<file path="config.mk">
export PLATFORM = sky130hd
export DESIGN_NAME = serial_adder_ctrl
export DESIGN_NICKNAME = d
export VERILOG_FILES = /design/src/rtl/adder_pkg.sv /design/src/rtl/one_bit_full_adder_structural.sv /design/src/rtl/serial_adder_ctrl.sv
export SDC_FILE = /design/constraint.sdc
export NUM_CORES = 1
export LEC_CHECK = 0
export BUFFER_PORTS_ARGS = -buffer_cell sky130_fd_sc_hd__buf_2
export CAP_MARGIN = 20
export CORE_ASPECT_RATIO = 1.25
export CORE_MARGIN = 4
export CORE_UTILIZATION = 30
export CTS_BUF_LIST = sky130_fd_sc_hd__clkbuf_8 sky130_fd_sc_hd__clkbuf_16
export DETAILED_ROUTE_END_ITERATION = 8
export SYNTH_ARGS = -nofsm -noshare
export SYNTH_HDL_FRONTEND = slang
export SYNTH_SLANG_ARGS = --single-unit
</file>
<file path="constraint.sdc">
create_clock -name clk -period 4.4 [get_ports clk]
set_clock_uncertainty 0.15 [all_clocks]
set_input_delay 0.44 -clock clk [delete_from_list [all_inputs] [get_ports clk]]
set_output_delay 0.44 -clock clk [all_outputs]
set_load 0.005 [all_outputs]
</file>
<file path="src/rtl/adder_pkg.sv">
// Shared definitions for the bit-serial adder: FSM state encoding and default width.
package adder_pkg;
  localparam int ADDER_WIDTH = 8;

  typedef enum logic [1:0] {
    IDLE = 2'd0,
    RUN  = 2'd1,
    DONE = 2'd2
  } state_t;
endpackage

</file>
<file path="src/rtl/one_bit_full_adder_structural.sv">
// Gate-level 1-bit full adder; the only arithmetic element of the serial adder.
module one_bit_full_adder_structural (
  input  logic a,
  input  logic b,
  input  logic cin,
  output logic s,
  output logic cout
);
  logic ab_x, ab_a, c_a;

  xor g_x0 (ab_x, a, b);
  xor g_x1 (s, ab_x, cin);
  and g_a0 (ab_a, a, b);
  and g_a1 (c_a, ab_x, cin);
  or  g_o0 (cout, ab_a, c_a);
endmodule

</file>
<file path="src/rtl/serial_adder_ctrl.sv">
// Bit-serial adder: a+b+cin computed LSB first, one bit per clock, through a
// single full-adder cell, sequenced by a three-state IDLE/RUN/DONE FSM.
module serial_adder_ctrl
  import adder_pkg::*;
#(
  parameter int WIDTH = ADDER_WIDTH
) (
  input  logic             clk,
  input  logic             reset,
  input  logic             start,
  input  logic [WIDTH-1:0] a,
  input  logic [WIDTH-1:0] b,
  input  logic             cin,
  output logic             busy,
  output logic             done,
  output logic [WIDTH-1:0] sum,
  output logic             cout
);
  localparam int CW = (WIDTH > 1) ? $clog2(WIDTH) : 1;

  state_t           state;
  logic [WIDTH-1:0] a_sr, b_sr, res_sr;
  logic             carry;
  logic [CW-1:0]    cnt;
  logic             fa_s, fa_c;

  one_bit_full_adder_structural u_fa (
    .a    (a_sr[0]),
    .b    (b_sr[0]),
    .cin  (carry),
    .s    (fa_s),
    .cout (fa_c)
  );

  always_ff @(posedge clk) begin
    if (reset) begin
      state  <= IDLE;
      busy   <= 1'b0;
      done   <= 1'b0;
      sum    <= '0;
      cout   <= 1'b0;
      carry  <= 1'b0;
      cnt    <= '0;
      a_sr   <= '0;
      b_sr   <= '0;
      res_sr <= '0;
    end else begin
      case (state)
        IDLE: begin
          if (start) begin
            a_sr  <= a;
            b_sr  <= b;
            carry <= cin;
            cnt   <= '0;
            state <= RUN;
            busy  <= 1'b1;
          end
        end
        RUN: begin
          a_sr   <= a_sr >> 1;
          b_sr   <= b_sr >> 1;
          res_sr <= {fa_s, res_sr[WIDTH-1:1]};
          carry  <= fa_c;
          if (cnt == CW'(WIDTH - 1)) begin
            // Last bit: publish the result including this edge's sum bit.
            sum   <= {fa_s, res_sr[WIDTH-1:1]};
            cout  <= fa_c;
            state <= DONE;
            done  <= 1'b1;
          end else begin
            cnt <= cnt + 1'b1;
          end
        end
        DONE: begin
          state <= IDLE;
          busy  <= 1'b0;
          done  <= 1'b0;
        end
        default: begin
          state <= IDLE;
          busy  <= 1'b0;
          done  <= 1'b0;
        end
      endcase
    end
  end
endmodule
</file>
==> out/qor.yml, run 1 <==
clocking:
  clock_latency_ns: 0.30
  clock-root-buffer: "clkbuf_8"
  path_clk_slew_ns: 0.07
  cts_sinks: 40
  cts_tree: "done"
  cts_made_buffers: 5
  cts_hold_buf: 0
  htreeDepth: 2
  cts.path.max_buffers: 2
  postCtsSetupRepairBufs: 0
  cts_resized: 0
min_path:
  min_path_type: "input pin to register"
timing:
  timing.final.crit_share: 0.442
  maxSlewViolCount: 0
  layout_min_cycle_time_ns: 1.94
  setup_viol: 0
  worst_pin_slew_ns: 0.938
  rsz0062_at_grt: "false"
  fin_ws_ns: 2.46
  holdWs_ns: 0.281
  setup-tns-final_ns: 0
  slew_headroom: 0.373
  final_hold_viol_count: 0
  max_freq_ghz: 0.515
floorplan:
  io_pins: 31
  core_area_um2: 5410
  die-area_um2: 6830
  row_count: 30
  die_w_um: 74.7
  die_h_um: 91.4
  start_util: 0.309
global_routing:
  top_usage_layer: "met2"
  grt_max_degree: 41
  grt_pass1_vias: 1303
  globalRouteMet2Util: 0.176
  grt-ovfl-total: 0
  antenna_found_initial: 0
  grtUsageMet3: 0.0332
  grt_pass1_wl_mm: 5.62
  track_usage: 0.105
  use_met1: 0.120
synth:
  synth_edf_count: 0
  ys_seq_area_frac: 0.479
  synth_compound_area_frac: 0.163
  synth.most_common_cell: "dfxtp_1"
  synth_common_cells: "dfxtp_1, nand2_1, a21oi_1"
  synth_xor_xnor_area_share: 0
  synth_top_family_by_area: "simple AND/OR/NAND/NOR gates"
  synth_cell_types: 26
  netlist.area_leader.share: 0.479
  syn_nets: 207
  synth.largest_area_cell: "dfxtp_1"
  synth_fa_ha_area_frac: 0.0270
  syn_area_per_cell_um2: 9.08
  ys.flop_type: "dfxtp_1"
  synthSimpleGateAreaFrac: 0.172
  ys_ff_latch: 40
  synthesis.area_um2: 1670
  muxShareOfSynthArea: 0.0899
  postSynthCellCount: 184
  synth-async-reset-ratio: 0
  synth.area.top_cells: "dfxtp_1, mux2i_1, a211oi_1"
  ys_warn_count: 0
final_layout:
  utilization: 0.353
  antenna_cells: 0
  syn_to_final_growth_pct: 14.4
  nets: 230
  post_route_cells_drive_above_1_share: 0.197
critical_path:
  cp_data_arrival_time_ns: 1.94
  cp-end-kind: "register"
  cp_max_fo: 17
  critPathLaunchType: "register"
  critPathKind: "register to register"
  required_ns: 4.40
routing:
  drt_iter0_drc: 69
  firstDrtPassIters: 4
  drc: 0
  detail-route-antenna-nets: 0
  vias_per_cell: 4.88
  routed_wl_mm: 3.21
  vias: 1326
  post_drt_wl_per_cell_um: 11.8
power:
  finalPower_uw: 754
  p_per_area_nw_per_um2: 394
  vdd_drop_max_mv: 0.117
  p_leak_nw: 0.751
placed_design:
  gp_congestion: 0.666
  dp_slack_ns: 2.44
  hpwl_mm: 2.17
  io_buffers: 30
run_status:
  status: "completed"
job:
  maxCapViolCount: 0
## layout by cell type, fill, tap and decap left out
master and n:
clkinvlp_4 1, a211oi_1 16, nand3b_2 1, dfxtp_1 40, o21ai_0 2, clkbuf_8 5, nor4b_1 1, buf_4 1
bufinv_16 1, nor2b_1 1, or2b_1 1, ha_1 2, clkinv_2 1, o21bai_1 1, nand4_1 2, a31oi_1 3
fa_1 1, o21ba_2 1, nand2_1 26, buf_2 30, nand3_1 13, inv_1 2, mux2i_1 15, nor2_1 18
nor3_1 2, a21oi_1 21
## metal layers
layer,part of all wire,wire length (um)
met1,0.46,1470
met2,0.48,1560
met3,0.040,130
met4,0.019,60
met5,0,0
## report_power, final
group	switching, mW	internal, mW	total, mW
Sequential	0.00934	0.379	0.388
Combinational	0.0384	0.0296	0.0681
Clock	0.130	0.168	0.297
## area by class of cell
class                   count  area [um^2]
well taps                  64         80.1
clock buffers               5         68.8
fillers                   593         3490
repair buffers             31          158
flip-flops and latches     40          801
clock inverters             3         42.5
multi-input cells         127          753
inverters                   2         7.51
## final timing paths
kind	start	to	slack (ns)	cells past startpoint
setup / recovery	cnt[0]	sum[0]	2.46	5
hold / removal	a[7]	a_sr[7]	0.28	3
setup reg to reg	cnt[0]	sum[0]	2.46	5
hold reg to reg	sum[1]	sum[1]	0.30	2
## critical path: stages, from the launching register on
cell	delay [ns]
dfxtp_1	0.38
ha_1	0.17
ha_1	0.54
nand3b_2	0.33
nand2_1	0.15
a21oi_1	0.07
## sequential cells by signal, indices dropped and copies added (netlist names)
register and cells:
a_sr 8, done 1, busy 1, b_sr 8, sum 8, res_sr 7
cout 1, carry 1, cnt 3, state 2
## cells by family (layout without fill, tap and decap cells)
logic type | count (synthesis) | after routing
compound gates | 44 | 44
fa+ha+maj | 3 | 3
buf+inv | 17 | 41
flops | 40 | 40
mux | 15 | 15
simple gates | 65 | 65
## per-stage QoR
step	instances	area (um^2)
after CTS	272	1910
after detailed placement	264	1800
final	272	1910
after global routing	272	1910
after floorplan	184	1670
after global placement	264	1800
Note: power is estimated with default switching activity, not from simulation.
==> run 2, diff against run 1 <==
Clock period 4.4 ns to 1.74 ns, I/O delays scaled along.
==> out/qor.yml, run 2 (same netlist as run 1, synthesis figures left out) <==
placed_design:
  io_buffers: 30
  place_inst: 272
  gp_congestion: 0.652
  hpwl_mm: 2.33
timing:
  rsz0062_at_grt: "false"
  setup-tns-final_ns: 0
  setup_viol: 0
  timing.final.crit_share: 0.871
  slew_headroom: 0.804
  maxSlewViolCount: 0
  max_freq_ghz: 0.660
  layout_min_cycle_time_ns: 1.51
  final_hold_viol_count: 0
  worst_pin_slew_ns: 0.293
power:
  p_leak_nw: 0.773
  vdd_drop_max_mv: 0.237
  finalPower_mw: 1.75
  p_per_area_nw_per_um2: 898
routing:
  detail-route-antenna-nets: 0
  vias_per_cell: 4.79
  wl_met1_mm: 1.55
  post_drt_wl_per_cell_um: 11.6
  vias: 1336
  drt_iter0_drc: 67
  routed-wl-met3_um: 136
  highest_layer: "met4"
  wl_met2_mm: 1.50
  routed_wl_mm: 3.24
  firstDrtPassIters: 4
  drc: 0
critical_path:
  r2r_setup_slack_ns: 0.23
  required_ns: 1.76
  cp_data_arrival_time_ns: 1.54
  r2r_start: "cnt[0]"
  cp-end-kind: "register"
  cp_max_fo: 10
  r2r_end: "sum[1]"
  critPathLaunchType: "register"
  critPathKind: "register to register"
  worstRegToRegCells: 5
clocking:
  cts_sinks: 40
  cts.path.max_buffers: 2
  cts_resized: 0
  clock_latency_ns: 0.29
  path_clk_slew_ns: 0.07
  postCtsSetupRepairBufs: 0
  cts_made_buffers: 5
  cts_tree: "done"
  cts_hold_buf: 0
  clock-root-buffer: "clkbuf_8"
  htreeDepth: 2
min_path:
  holdPathStages: 3
  min_path_type: "input pin to register"
  min_from: "a[7]"
  hold_end: "a_sr[7]"
global_routing:
  grt_pass1_vias: 1321
  grt-ovfl-total: 0
  track_usage: 0.105
  antenna_found_initial: 0
  grt_max_degree: 31
  grt_pass1_wl_mm: 5.73
final_layout:
  nets: 238
  final-seq-area_um2: 801
  fillers: 590
  fin_cells: 279
  final_common_cell: "dfxtp_1"
  most-common-layout-cells: "dfxtp_1, buf_2, nand2_1, a21oi_1, nor2_1"
  multi_input_area_um2: 756
  antenna_cells: 0
  syn_to_final_growth_pct: 16.3
  post_route_cells_drive_above_1_share: 0.228
  top_regs: "a_sr: 8 flops, b_sr: 8 flops, sum: 8 flops"
run_status:
  status: "completed"
floorplan:
  start_util: 0.309
  core_area_um2: 5410
  die-area_um2: 6830
  die_w_um: 74.7
  die_h_um: 91.4
  io_pins: 31
  row_count: 30
job:
  maxCapViolCount: 0
[run 2: changes by cell type in the layout (fill, tap and decap cells not counted), sizes merged]
cell	previous run	this run
buf	31	39
bufinv	1	0
[run 2: metrics by stage]
stage                     instance area, um^2  setup WS [ns]   util  hold slack, ns
after detailed placement                 1860          0.119  0.344           0.294
after floorplan                          1670          0.315      -           0.191
after CTS                                1940          0.108  0.359         0.00975
after global placement                   1860          0.176  0.344           0.290
final                                    1940          0.225  0.359          0.0119
after global routing                     1940         0.0577  0.359          0.0398
[run 2: power by group]
part	switching [mW]	leakage (nW)	internal, mW
clock	0.307	0.0400	0.271
combinational	0.0999	0.406	0.0849
sequential	0.0250	0.327	0.958
total	0.432	0.773	1.31
[run 2: metal layers]
layer,vias up,GRT usage
met5,-,0
met4,0,0.0356
met3,5,0.0377
met1,599,0.128
met2,25,0.169
li1,707,-
[run 2: layout make-up]
| class | instances | area share |
|---|---|---|
| Inverter | 2 | 0.00386 |
| Sequential cell | 40 | 0.412 |
| Multi-Input combinational cell | 127 | 0.389 |
| Clock buffer | 5 | 0.0354 |
| Clock inverter | 2 | 0.00644 |
| Tap cell | 64 | 0.0412 |
| Timing Repair Buffer | 39 | 0.112 |
[run 2: critical path, stage by stage (launching register included)]
cell,delay [ns]
dfxtp_1,0.38
ha_1,0.17
ha_2,0.27
nand3b_2,0.24
nand2_1,0.13
a21oi_1,0.06
[run 2: worst max-delay path by stage]
stage                     cells past startpoint    from  slack, ns  endpoint
after floorplan                               6  cnt[0]       0.31    cnt[0]
after global placement                        5  cnt[0]       0.18    sum[1]
after global routing                          5  cnt[0]       0.06    sum[3]
after CTS                                     5  cnt[0]       0.11    sum[0]
after detailed placement                      5  cnt[0]       0.12    sum[0]
final                                         5  cnt[0]       0.23    sum[1]
